--- config.mk ---
export PLATFORM = sky130hd
export DESIGN_NAME = cic_comp_fir_flat
export DESIGN_NICKNAME = d
export VERILOG_FILES = /design/src/rtl/cic_comp_fir_if.sv /design/src/rtl/cic_comp_fir.sv /design/src/flat_wrapper.sv
export SDC_FILE = /design/constraint.sdc
export NUM_CORES = 1
export LEC_CHECK = 0
export BUFFER_PORTS_ARGS = -buffer_cell sky130_fd_sc_hd__buf_4
export CELL_PAD_IN_SITES_DETAIL_PLACEMENT = 1
export CELL_PAD_IN_SITES_GLOBAL_PLACEMENT = 1
export CORE_MARGIN = 2
export CORE_UTILIZATION = 40
export CTS_CLUSTER_DIAMETER = 120
export DETAILED_ROUTE_END_ITERATION = 10
export PLACE_DENSITY = 0.73
export SETUP_SLACK_MARGIN = 0.2
export SLEW_MARGIN = 20
export SYNTH_ARGS = -nofsm -noshare
export SYNTH_HDL_FRONTEND = slang
export SYNTH_SLANG_ARGS = --single-unit
--- constraint.sdc ---
create_clock -name clk -period 12.7 [get_ports clk]
set_clock_uncertainty 0.1 [all_clocks]
set_input_delay 0.635 -clock clk [delete_from_list [all_inputs] [get_ports clk]]
set_output_delay 0.635 -clock clk [all_outputs]
set_load 0.02 [all_outputs]
--- src/rtl/cic_comp_fir_if.sv ---
// Sample stream between the CIC decimator and its compensation FIR.
// valid/ready are one-cycle strobes: stream_in counts only while valid is high,
// stream_out is new exactly in the cycle ready is high and holds otherwise.
interface cic_comp_fir_if #(
    parameter int BITS = 32
);
    logic signed [BITS-1:0] stream_in;
    logic                   valid;
    logic signed [BITS-1:0] stream_out;
    logic                   ready;
    logic                   busy;
    logic                   overrun;

    modport master (
        output stream_in, valid,
        input  stream_out, ready, busy, overrun
    );

    modport slave (
        input  stream_in, valid,
        output stream_out, ready, busy, overrun
    );
endinterface

--- src/rtl/cic_comp_fir.sv ---
// CIC compensation FIR: 7-tap symmetric, one serial pre-add/MAC per sample.
// Define CIC_COMP_ROUND_EN for round-half-up output; otherwise the output truncates.
module cic_comp_fir #(
    parameter int               BITS  = 32,
    parameter logic signed [7:0] C0   = -8'sd1,
    parameter logic signed [7:0] C1   = 8'sd2,
    parameter logic signed [7:0] C2   = -8'sd6,
    parameter logic signed [7:0] C3   = 8'sd26,
    parameter int               SHIFT = 4
) (
    input  logic               clk,
    input  logic               rst,
    cic_comp_fir_if.slave      bus,
    output logic [1:0]         state_dbg
);
    localparam int ACC_W = BITS + 10;
    localparam int PRE_W = BITS + 1;
    localparam logic signed [ACC_W-1:0] MAX_V = {{11{1'b0}}, {(BITS-1){1'b1}}};
    localparam logic signed [ACC_W-1:0] MIN_V = {{11{1'b1}}, {(BITS-1){1'b0}}};

    typedef enum logic [1:0] {IDLE = 2'd0, MAC = 2'd1, OUT = 2'd2} state_t;

    state_t                  state;
    state_t                  state_next;
    logic [1:0]              k;
    logic signed [BITS-1:0]  x [7];
    logic signed [ACC_W-1:0] acc;
    logic                    accept;
    logic                    drop;
    logic signed [7:0]       coef;
    logic signed [PRE_W-1:0] pre_sum;
    logic signed [ACC_W-1:0] coef_ext;
    logic signed [ACC_W-1:0] pre_ext;
    logic signed [ACC_W-1:0] prod;
    logic signed [ACC_W-1:0] scaled;
    logic signed [BITS-1:0]  sat_val;

    always_comb begin
        state_next = state;
        accept     = 1'b0;
        case (state)
            IDLE: begin
                if (bus.valid) begin
                    accept     = 1'b1;
                    state_next = MAC;
                end
            end
            MAC:     if (k == 2'd3) state_next = OUT;
            OUT:     state_next = IDLE;
            default: state_next = IDLE;
        endcase
        // Anything offered outside IDLE is lost, including the OUT->IDLE cycle.
        drop = bus.valid && (state != IDLE);
    end

    // Symmetric taps share one multiply: tap k pairs x[k] with x[6-k]; the centre tap stands alone.
    always_comb begin
        coef    = C3;
        pre_sum = PRE_W'(x[3]);
        case (k)
            2'd0: begin coef = C0; pre_sum = PRE_W'(x[0]) + PRE_W'(x[6]); end
            2'd1: begin coef = C1; pre_sum = PRE_W'(x[1]) + PRE_W'(x[5]); end
            2'd2: begin coef = C2; pre_sum = PRE_W'(x[2]) + PRE_W'(x[4]); end
            2'd3: begin coef = C3; pre_sum = PRE_W'(x[3]); end
        endcase
        coef_ext = ACC_W'(coef);
        pre_ext  = ACC_W'(pre_sum);
        prod     = coef_ext * pre_ext;
    end

`ifdef CIC_COMP_ROUND_EN
    localparam logic signed [ACC_W-1:0] RND = ACC_W'(1) <<< (SHIFT - 1);
    assign scaled = (acc + RND) >>> SHIFT;
`else
    assign scaled = acc >>> SHIFT;
`endif

    always_comb begin
        if (scaled > MAX_V)      sat_val = MAX_V[BITS-1:0];
        else if (scaled < MIN_V) sat_val = MIN_V[BITS-1:0];
        else                     sat_val = scaled[BITS-1:0];
    end

    always_ff @(posedge clk or posedge rst) begin
        if (rst) state <= IDLE;
        else     state <= state_next;
    end

    always_ff @(posedge clk or posedge rst) begin
        if (rst) begin
            k              <= '0;
            acc            <= '0;
            bus.stream_out <= '0;
            bus.ready      <= 1'b0;
            bus.overrun    <= 1'b0;
            for (int i = 0; i < 7; i++) x[i] <= '0;
        end else begin
            bus.ready <= 1'b0;
            if (drop) bus.overrun <= 1'b1;
            if (accept) begin
                x[0] <= bus.stream_in;
                for (int i = 1; i < 7; i++) x[i] <= x[i-1];
                acc <= '0;
                k   <= '0;
            end
            if (state == MAC) begin
                acc <= acc + prod;
                k   <= k + 2'd1;
            end
            if (state == OUT) begin
                bus.stream_out <= sat_val;
                bus.ready      <= 1'b1;
            end
        end
    end

    assign bus.busy  = (state != IDLE);
    assign state_dbg = state;
endmodule

--- src/flat_wrapper.sv ---
// flat-port wrapper written by rule: the top's interface ports become plain ports
module cic_comp_fir_flat 
#(
    parameter int               BITS  = 32,
    parameter logic signed [7:0] C0   = -8'sd1,
    parameter logic signed [7:0] C1   = 8'sd2,
    parameter logic signed [7:0] C2   = -8'sd6,
    parameter logic signed [7:0] C3   = 8'sd26,
    parameter int               SHIFT = 4
)
  (clk, rst, state_dbg, bus_stream_in, bus_valid, bus_stream_out, bus_ready, bus_busy, bus_overrun);
  cic_comp_fir_if #(.BITS(BITS)) bus_i ();
  input  logic clk;
  input  logic rst;
  output logic [1:0] state_dbg;
  input wire logic [$bits(bus_i.stream_in)-1:0] bus_stream_in;
  input wire logic [$bits(bus_i.valid)-1:0] bus_valid;
  output wire logic [$bits(bus_i.stream_out)-1:0] bus_stream_out;
  output wire logic [$bits(bus_i.ready)-1:0] bus_ready;
  output wire logic [$bits(bus_i.busy)-1:0] bus_busy;
  output wire logic [$bits(bus_i.overrun)-1:0] bus_overrun;
  assign bus_i.stream_in = bus_stream_in;
  assign bus_i.valid = bus_valid;
  assign bus_stream_out = bus_i.stream_out;
  assign bus_ready = bus_i.ready;
  assign bus_busy = bus_i.busy;
  assign bus_overrun = bus_i.overrun;
  cic_comp_fir #(.BITS(BITS), .C0(C0), .C1(C1), .C2(C2), .C3(C3), .SHIFT(SHIFT)) u_core (.clk(clk), .rst(rst), .bus(bus_i), .state_dbg(state_dbg));
endmodule
==> results of run 1 <==
==> Yosys cell counts (57+ instances only) <==
cell type    n
clkbuf_1   107
xnor2_1     71
nand3_1     66
o21ai_0    131
ha_1       196
fa_1       241
a21o_1      57
a21oi_1    162
dfrtp_1    304
nor2_1     145
inv_1      248
nand2_1    834
==> registers in the layout, indices dropped and copies added (netlist names) <==
signal / cells
u_core.bus.overrun: 1
u_core.x: 224
u_core.acc: 42
u_core.state_dbg: 2
u_core.bus.ready: 1
u_core.bus.stream_out: 32
u_core.k: 2
==> worst register-to-register path: cells and delay by family, from the launching register on <==
family / cells / cell delay (ns)
adder cells (fa/ha/maj): 8 / 3.37
AO/OA/AOI/OAI: 11 / 2.87
AND/OR/NAND/NOR: 7 / 1.87
flip-flops: 1 / 0.37
buffers and inverters: 2 / 0.25
XOR/XNOR: 1 / 0.21
==> cell type report <==
cell class,instances,area (µm²)
Inverter,250,946
Multi-Input combinational cell,2340,17200
Fill cell,7578,35700
Sequential cell,304,7610
Tap cell,855,1070
Clock inverter,12,168
Clock buffer,53,1120
Timing Repair Buffer,90,676
==> how the worst max path moves through the flow <==
stage / from / endpoint / slack [ns] / cells after the start
floorplan: rst / u_core.acc[0]$_DFFE_PP0P_ / 3.56 / 1
global placement: u_core.x[64]$_DFFE_PP0P_ / u_core.acc[38]$_DFFE_PP0P_ / 4.06 / 29
detailed placement: u_core.x[64]$_DFFE_PP0P_ / u_core.acc[38]$_DFFE_PP0P_ / 3.74 / 29
CTS: u_core.x[64]$_DFFE_PP0P_ / u_core.acc[38]$_DFFE_PP0P_ / 3.65 / 29
global route: u_core.x[64]$_DFFE_PP0P_ / u_core.acc[41]$_DFFE_PP0P_ / 3.16 / 29
finish: u_core.x[64]$_DFFE_PP0P_ / u_core.acc[38]$_DFFE_PP0P_ / 3.60 / 29
==> metrics by stage <==
stage	hold slack, ns	area, µm²
floorplan	0.352	26100
global placement	0.341	27500
detailed placement	0.375	27500
CTS	0.104	28800
global route	0.116	28800
finish	0.0464	28800
==> cells in the final DEF (no fill, tap or decap), types with 7 or more instances in the layout <==
| master | netlist | final |
|---|---|---|
| or2_2 | 10 | 10 |
| nand2b_1 | 32 | 31 |
| nor2b_1 | 13 | 12 |
| a31oi_1 | 17 | 17 |
| ha_1 | 196 | 195 |
| and2_1 | 19 | 19 |
| a41o_1 | 7 | 7 |
| fa_1 | 241 | 241 |
| o21a_1 | 32 | 31 |
| inv_1 | 248 | 247 |
| clkbuf_8 | 0 | 9 |
| a222oi_1 | 7 | 7 |
| nor3_1 | 19 | 19 |
| a211o_1 | 11 | 11 |
| nand2_1 | 834 | 833 |
| o21bai_1 | 23 | 23 |
| o31ai_1 | 16 | 16 |
| nand3_1 | 66 | 66 |
| a21boi_0 | 7 | 7 |
| a21oi_1 | 162 | 161 |
| or3_1 | 7 | 7 |
| a21o_1 | 57 | 57 |
| xnor2_1 | 71 | 71 |
| buf_4 | 0 | 90 |
| xor2_1 | 38 | 38 |
| o21ai_0 | 131 | 130 |
| mux2i_1 | 9 | 9 |
| clkbuf_16 | 0 | 39 |
| a22oi_1 | 9 | 9 |
| a211oi_1 | 14 | 14 |
| nor2_1 | 145 | 144 |
| o211ai_1 | 15 | 15 |
| nand4_1 | 11 | 11 |
| dfrtp_1 | 304 | 304 |
| and3_1 | 14 | 14 |
==> per-layer routing <==
| metal | up-vias | share of wire |
|---|---|---|
| li1 | 9969 | - |
| met1 | 10838 | 0.48 |
| met2 | 473 | 0.45 |
| met3 | 93 | 0.048 |
| met4 | 0 | 0.022 |
| met5 | - | 0 |
==> logic make-up after synthesis <==
family                   Yosys count  share of synthesized area
AO/OA/AOI/OAI                    582                      0.145
XOR/XNOR                         109                     0.0366
adder cells (fa/ha/maj)          437                      0.279
buffers and inverters            365                     0.0525
flip-flops                       304                      0.291
multiplexers                      13                    0.00517
AND/OR/NAND/NOR                 1199                      0.191
==> results.py, run 1 <==
metrics = {
    "min_path": {
        "hp-class": "primary input to async pin",
    },
    "logic_synthesis": {
        "synth_area_um2": 26100,
        "synth_cell_types": 82,
        "synth_top_area_frac": 0.291,
        "synth_cells": 3009,
        "synth-edff-count": 0,
        "ys_seq_area_frac": 0.291,
        "ys_warn_count": 0,
        "netlist_top_cells_area": "dfrtp_1 29%, fa_1 18%, nand2_1 12%",
        "synth-async-reset-ratio": 1.00,
        "yosysTopAreaCell": "dfrtp_1",
        "syn_area_per_cell_um2": 8.68,
        "syn-num-nets": 3481,
        "synthFlopType": "dfrtp_1",
        "ys_ff_latch": 304,
    },
    "timing": {
        "slew-limit-headroom": 0.276,
        "worstMarginPinSlew_ns": 1.09,
        "drv_slew": 0,
        "worst_slack_ns": 3.60,
        "setup_tns_ns": 0,
        "finalHoldViolations": 0,
        "min_period_ns": 9.10,
        "post-route-period-util": 0.717,
        "rsz0062_at_grt": "false",
        "report.final.setup_viol": 0,
        "fmax_ghz": 0.110,
    },
    "global_routing": {
        "grtUsageMet2": 0.375,
        "grt_pass1_vias": 23030,
        "grt_pass1_wl_um": 128000,
        "grt.met1_usage": 0.348,
        "grt_antenna_before_repair": 0,
        "grt_busiest_layer": "met2",
        "grt_start_max_net_pins": 107,
        "grt_overflow_total": 0,
        "grt_usage": 0.239,
        "grt_use_met3": 0.0284,
    },
    "setup_path": {
        "crit_path_max_fanout": 7,
        "reg2reg_to": "u_core.acc[38]$_DFFE_PP0P_",
        "crit_buf_inv": 2,
        "path_class": "flip-flop to flip-flop",
        "crit_path_top_delay_cell": "fa_1",
        "crit_path_frequent_cell": "fa_1",
        "r2r_slack_ns": 3.60,
        "r2r_cells": 29,
        "cpPeakStageDelay_ns": 0.52,
        "r2r-start": "u_core.x[64]$_DFFE_PP0P_",
        "end_kind": "flip-flop",
        "path_delay_family": "adder cells",
        "cp-start-kind": "flip-flop",
        "crit_arrival_ns": 9.49,
        "cp.required_ns": 13.09,
    },
    "place": {
        "place_inst": 3839,
        "io_buffers": 71,
        "dp_hpwl_um": 61200,
        "place_ws_ns": 3.74,
        "place.gp.congestion": 0.918,
    },
    "floorplanning": {
        "initial_core_util": 0.405,
        "dieArea_um2": 67400,
        "fp-row-count": 93,
        "dieHeight_um": 260,
        "design.core.area_um2": 64500,
        "fp.dieW_um": 260,
        "ios": 72,
    },
    "cts": {
        "clock_sinks": 304,
        "cts-root-buf": "clkbuf_16",
        "path_clk_slew_ns": 0.06,
        "clkLatencyLatePin_ns": 0.57,
        "cts_buffers": 37,
        "cts_setup_buffers": 0,
        "cts_max_level": 2,
        "cts_resized": 0,
        "cts.path.max_buffers": 3,
        "hold_buffers": 0,
        "cts_tree": "done",
    },
    "status": {
        "status": "completed",
    },
    "drt": {
        "wl_per_cell_um": 20.2,
        "drc": 0,
        "avgViaCountPerCell": 5.47,
        "ant_nets": 0,
        "vias": 21373,
        "drtIter0Drc": 1647,
        "drt-total-wl_um": 78900,
        "drt_pass1_iterations": 6,
    },
    "run": {
        "maxCapViolations": 0,
    },
    "cells_and_area": {
        "syn_to_final_growth_pct": 10.1,
        "final_cell_count_no_fill": 3904,
        "drive_gt1_frac": 0.0643,
        "final_net_count": 3495,
        "post-route-util": 0.446,
        "diodes": 0,
    },
}
Power of run 1 is left out: the tool's default activity adds up to more than one toggle a clock period on the data nets, which glitch-free logic cannot reach.
==> inputs of run 2 (changes only) <==
- ABC_AREA: default -> 1
- PLACE_DENSITY: 0.73 -> 0.74
- clock period: 12.7 -> 9.3 ns (I/O delays scaled with it)
==> run 2 against run 1 <==
Effect of this change:
- via count rose by 8.2%
- flip-flop and latch count did not move
- worst setup slack lost 2.2 ns
- count of clock-buffer cells in the layout grew 2
- cell count is 12% higher
- sequential share of layout area fell by 0.91 points
- final area grew 3.5%
- synthesized cell count up 14%
- maximum frequency is 15% higher
- non-clock buffer count is 29 higher
- area after synthesis increased by 2.6%
- first-iteration DRC count fell by 6.9%
- critical path type unchanged
==> results.py, run 2 <==
metrics = {
    "cts": {
        "cts_tree": "done",
        "clkLatencyLatePin_ns": 0.59,
        "cts_buffers": 37,
        "cts_max_level": 2,
        "path_clk_slew_ns": 0.06,
        "cts.path.max_buffers": 3,
        "cts_resized": 0,
        "cts-root-buf": "clkbuf_16",
        "clock_sinks": 304,
    },
    "logic_synthesis": {
        "synth_commonest_cells": "988 x nand2_1, 488 x inv_1, 304 x dfrtp_1",
        "synth_area_um2": 26800,
        "synth_cell_types": 59,
        "ys_warn_count": 0,
        "ys_ff_latch": 304,
        "netlist_top_cells_area": "dfrtp_1 28%, fa_1 18%, nand2_1 14%",
        "synth-async-reset-ratio": 1.00,
        "syn-num-nets": 3893,
        "synth-edff-count": 0,
        "syn_area_per_cell_um2": 7.83,
        "synth.most_common_cell": "nand2_1",
        "synth_top_area_frac": 0.284,
        "synthFlopType": "dfrtp_1",
        "ys_seq_area_frac": 0.284,
        "synth_cells": 3421,
        "yosysTopAreaCell": "dfrtp_1",
    },
    "drt": {
        "vias": 23116,
        "ant_nets": 0,
        "drt_pass1_iterations": 5,
        "drt-total-wl_um": 86500,
        "avgViaCountPerCell": 5.28,
        "drtIter0Drc": 1534,
        "drc": 0,
        "wl_per_cell_um": 19.8,
    },
    "global_routing": {
        "grt_pass1_wl_um": 139000,
        "grt_start_max_net_pins": 114,
        "grt_overflow_total": 0,
        "grt_antenna_before_repair": 0,
        "grt_usage": 0.255,
        "grt_pass1_vias": 24810,
    },
    "floorplanning": {
        "initial_core_util": 0.405,
        "fp-row-count": 94,
        "ios": 72,
        "design.core.area_um2": 66100,
        "dieHeight_um": 263,
        "dieArea_um2": 69100,
        "fp.dieW_um": 263,
    },
    "cells_and_area": {
        "final_net_count": 3958,
        "largestRegisters": "u_core.x x224, u_core.acc x42, u_core.bus.stream_out x32",
        "fill_cells": 8113,
        "drive_gt1_frac": 0.0689,
        "mostFrequentLayoutCell": "nand2_1",
        "largest_reg_flops": 224,
        "diodes": 0,
        "syn_to_final_growth_pct": 11.1,
        "top_register": "u_core.x",
        "final_cell_mix": "988 x nand2_1, 484 x inv_1, 304 x dfrtp_1, 258 x nor2_1, 241 x fa_1",
    },
    "setup_path": {
        "end_kind": "flip-flop",
        "crit_path_max_fanout": 18,
        "cp.required_ns": 9.64,
        "path_class": "flip-flop to flip-flop",
        "crit_arrival_ns": 8.24,
        "r2r_cells": 32,
        "crit_path_frequent_cell": "nand2_1",
        "cp-start-kind": "flip-flop",
        "cpPeakStageDelay_ns": 0.83,
        "crit_cells": 32,
        "path_delay_family": "adder cells",
        "crit_buf_inv": 6,
        "crit_path_top_delay_cell": "ha_1",
    },
    "timing": {
        "min_period_ns": 7.90,
        "rsz0062_at_grt": "false",
        "drv_slew": 0,
        "report.final.setup_viol": 0,
        "worstMarginPinSlew_ns": 1.07,
        "slew-limit-headroom": 0.287,
        "finalHoldViolations": 0,
        "fmax_ghz": 0.127,
        "setup_tns_ns": 0,
        "post-route-period-util": 0.850,
    },
    "place": {
        "dp_hpwl_um": 69100,
        "io_buffers": 71,
        "place.gp.congestion": 0.921,
    },
    "status": {
        "status": "completed",
    },
    "min_path": {
        "hp-class": "primary input to flip-flop",
        "whs_path_depth": 3,
    },
    "run": {
        "maxCapViolations": 0,
    },
}
==> run 2: cell count changes in the layout (fill, tap and decap cells not counted), moves of 33 or more <==
cell,change
a21o_1,-33
xnor2_1,-54
nand2_1,+155
o21ai_0,+88
nand3_1,+39
nor2_1,+114
inv_1,+237
==> run 2: worst register-to-register path, delay by kind of cell (launching register included) <==
kind	cells	cell delay (ns)
adders and majority gates	7	3.58
AOI/OAI and AO/OA	7	0.96
buffers and inverters	6	1.09
DFF	1	0.42
and+or+nand+nor	12	1.61
==> run 2: worst paths after layout <==
check / startpoint / slack [ns] / to
worst max-delay path: u_core.k[0]$_DFFE_PP0P_ / 1.40 / u_core.acc[36]$_DFFE_PP0P_
worst min-delay path: bus_stream_in[13] / 0.01 / u_core.x[205]$_DFFE_PP0P_
worst max register to register: u_core.k[0]$_DFFE_PP0P_ / 1.40 / u_core.acc[36]$_DFFE_PP0P_
worst min register to register: u_core.bus.overrun$_DFFE_PP0P_ / 0.38 / u_core.bus.overrun$_DFFE_PP0P_
max in group asynchronous: rst / 7.08 / u_core.acc[31]$_DFFE_PP0P_
min in group asynchronous: rst / 0.50 / u_core.x[179]$_DFFE_PP0P_
==> run 2: layer usage <==
layer / share of wire / GRT usage / vias up
li1: - / - / 10988
met1: 0.45 / 0.338 / 11568
met2: 0.48 / 0.437 / 449
met3: 0.044 / 0.0333 / 111
met4: 0.029 / 0.0737 / 0
met5: 0 / 0 / -
==> run 2: cell type report <==
| type | count | area (µm²) | share of cell area |
|---|---|---|---|
| Clock buffer | 55 | 1070 | 0.0361 |
| Timing Repair Buffer | 119 | 961 | 0.0323 |
| Multi-Input combinational cell | 2525 | 17000 | 0.571 |
| Sequential cell | 304 | 7610 | 0.256 |
| Inverter | 499 | 1890 | 0.0633 |
| Tap cell | 864 | 1080 | 0.0363 |
| Clock inverter | 11 | 175 | 0.00588 |
==> run 2: stage by stage <==
step | std cells | util | setup slack (ns) | hold WS, ns | instance area [µm²]
after global placement | 4284 | 0.427 | 1.59 | 0.363 | 28300
after detailed placement | 4284 | 0.427 | 1.57 | 0.371 | 28300
final | 4377 | 0.450 | 1.40 | 0.0108 | 29800
after global routing | 4377 | 0.450 | 0.886 | 0.0208 | 29800
after CTS | 4377 | 0.450 | 1.50 | 0.00184 | 29800
after floorplan | 3421 | - | 0.332 | 0.359 | 26800
==> run 2: cells by family (layout without fill, tap and decap cells) <==
family | count (synthesis) | count (layout) | share of synthesized area
AO/OA/AOI/OAI | 579 | 579 | 0.127
XOR/XNOR | 35 | 35 | 0.0114
adder cells (fa/ha/maj) | 437 | 437 | 0.272
buffers and inverters | 592 | 684 | 0.0835
flip-flops | 304 | 304 | 0.284
AND/OR/NAND/NOR | 1474 | 1474 | 0.223
==> run 2: what timing repair did <==
| action | 4_1_cts | 5_1_grt |
|---|---|---|
| hold endpoints to repair | 117 | 0 |
| buffers inserted | 0 | 0 |
| hold buffers | 27 | 0 |
Power of run 2 is left out for the same reason.
==> inputs of run 3 (changes only) <==
- PLACE_DENSITY: 0.74 -> 0.77
- clock period: 9.3 -> 6.9 ns (I/O delays scaled with it)
==> run 3 against run 2 <==
Effect of this change:
- worst setup slack lost 2.2 ns
- count of clock-buffer cells in the layout fell by 3
- critical path type unchanged
- first-iteration DRC count is 55% higher
- global-route usage rose by 4.8 points
- largest cell class unchanged
- the run now ends with negative setup slack left
- sequential share of layout area shrank 4.6 points
- final area rose by 22%
==> results.py, run 3 (synthesis gave the netlist of run 2 again) <==
metrics = {
    "status": {
        "status": "finished with violations",
        "failed_checks": "negative setup slack",
    },
    "floorplanning": {
        "initial_core_util": 0.405,
        "ios": 72,
        "dieHeight_um": 263,
        "fp-row-count": 94,
        "dieArea_um2": 69100,
        "fp.dieW_um": 263,
        "design.core.area_um2": 66100,
    },
    "cts": {
        "cts_tree": "done",
        "clkLatencyLatePin_ns": 0.60,
        "path_clk_slew_ns": 0.07,
        "cts-root-buf": "clkbuf_16",
        "clock_sinks": 304,
        "cts_max_level": 2,
        "cts_buffers": 40,
        "cts.path.max_buffers": 3,
    },
    "cells_and_area": {
        "drive_gt1_frac": 0.297,
        "largestRegisters": "u_core.x x224, u_core.acc x42, u_core.bus.stream_out x32",
        "top_register": "u_core.x",
        "largest_reg_flops": 224,
        "syn_to_final_growth_pct": 35.8,
        "final_cell_mix": "899 x nand2_1, 518 x buf_4, 447 x inv_1, 302 x dfrtp_1, 207 x fa_1",
        "regArea_um2": 7610,
        "final_net_count": 4412,
        "mostFrequentLayoutCell": "nand2_1",
        "fill_cells": 7745,
        "diodes": 0,
        "multi_input_comb_area_um2": 19900,
    },
    "drt": {
        "drt_pass1_iterations": 6,
        "dr.max_layer_used": "met4",
        "drt-total-wl_um": 119000,
        "avgViaCountPerCell": 5.73,
        "drtIter0Drc": 2371,
        "drc": 0,
        "met2_length_um": 57800,
        "wl_met3_um": 7630,
        "vias": 27726,
        "drt-met1-wl_um": 44900,
        "wl_per_cell_um": 24.7,
        "ant_nets": 0,
    },
    "timing": {
        "worstMarginPinSlew_ns": 1.11,
        "min_period_ns": 7.70,
        "setup_tns_ns": -13.27,
        "drv_slew": 0,
        "finalHoldViolations": 0,
        "post-route-period-util": 1.12,
        "rsz0062_at_grt": "true",
        "report.final.setup_viol": 30,
        "worst_slack_ns": -0.802,
        "fmax_ghz": 0.130,
        "slew-limit-headroom": 0.257,
    },
    "global_routing": {
        "grt_overflow_total": 0,
        "grt_pass1_wl_um": 164000,
        "grt_antenna_before_repair": 0,
        "grt_start_max_net_pins": 134,
        "grt_usage": 0.303,
        "grt_pass1_vias": 29051,
    },
    "setup_path": {
        "cpPeakStageDelay_ns": 0.83,
        "crit_buf_inv": 5,
        "path_delay_family": "adder cells",
        "crit_path_frequent_cell": "nand2_1",
        "crit_path_max_fanout": 4,
        "path_class": "flip-flop to flip-flop",
        "crit_arrival_ns": 8.09,
        "cp-start-kind": "flip-flop",
        "cp.required_ns": 7.29,
        "crit_path_top_delay_cell": "fa_1",
        "end_kind": "flip-flop",
    },
    "min_path": {
        "hp-class": "primary input to async pin",
    },
    "place": {
        "io_buffers": 71,
        "dp_hpwl_um": 73000,
        "place.gp.congestion": 0.916,
    },
    "run": {
        "maxCapViolations": 0,
    },
}
## run 3: cell types whose count changed in the layout (fill, tap and decap cells not counted), moves of 36 or more
cell     before  now
buf_4        92  518
ha_1        196  105
nand2_1     988  899
ha_4          0   81
nor2_1      258  189
nand2_2      13   73
a21oi_1     188  131
nor2_2        6   51
o21ai_0     218  177
inv_1       484  447
a21oi_2       7   43
## run 3: worst paths after layout
| kind | slack, ns | endpoint | cells after the start | start |
|---|---|---|---|---|
| worst min register to register | 0.39 | u_core.bus.stream_out[31]$_DFFE_PP0P_ | 2 | u_core.bus.stream_out[31]$_DFFE_PP0P_ |
| worst max register to register | -0.80 | u_core.acc[41]$_DFFE_PP0P_ | 35 | u_core.x[67]$_DFFE_PP0P_ |
| max in group asynchronous | 4.84 | u_core.x[189]$_DFFE_PP0P_ | 5 | rst |
| worst max-delay path | -0.80 | u_core.acc[41]$_DFFE_PP0P_ | 35 | u_core.x[67]$_DFFE_PP0P_ |
| min in group clk | 0.38 | u_core.x[213]$_DFFE_PP0P_ | 4 | bus_stream_in[21] |
| worst min-delay path | 0.09 | u_core.x[138]$_DFFE_PP0P_ | 3 | rst |
## run 3: repair_timing
action                                 in CTS  in global routing
hold buffers                               34                  0
setup endpoints to repair                  30                 30
endpoints found under the hold margin     130                  0
buffers inserted                           33                 42
pin swaps                                 168                180
resized for setup                         334                324
## run 3: worst min-delay path, cell delays in order
cell	delay (ns)
dlygate4sd3_1	0.54
buf_4	0.14
clkinvlp_4	0.09
## run 3: cell type report
type | instances | area share
sequential | 304 | 0.209
inverter | 499 | 0.0519
timing repair buffer | 570 | 0.122
multi-input combinational | 2525 | 0.548
clock inverter | 22 | 0.00938
tap | 864 | 0.0297
clock buffer | 52 | 0.0301
## run 3: metrics by stage
stage | util | setup WS [ns] | std cells | hold WS, ns | area [µm²]
floorplan | - | 0.542 | 3421 | 0.359 | 26800
global placement | 0.470 | -0.949 | 4653 | 0.146 | 31000
detailed placement | 0.470 | -1.07 | 4653 | 0.146 | 31000
CTS | 0.525 | -0.120 | 4794 | 0.0853 | 34700
global route | 0.551 | -1.04 | 4836 | 0.105 | 36400
finish | 0.551 | -0.802 | 4836 | 0.0883 | 36400
## run 3: per-layer routing
layer	track usage	up-vias
met5	0	-
met4	0.146	0
met3	0.0365	527
met2	0.532	1353
met1	0.371	13935
li1	-	11911
Power of run 3 is left out for the same reason.
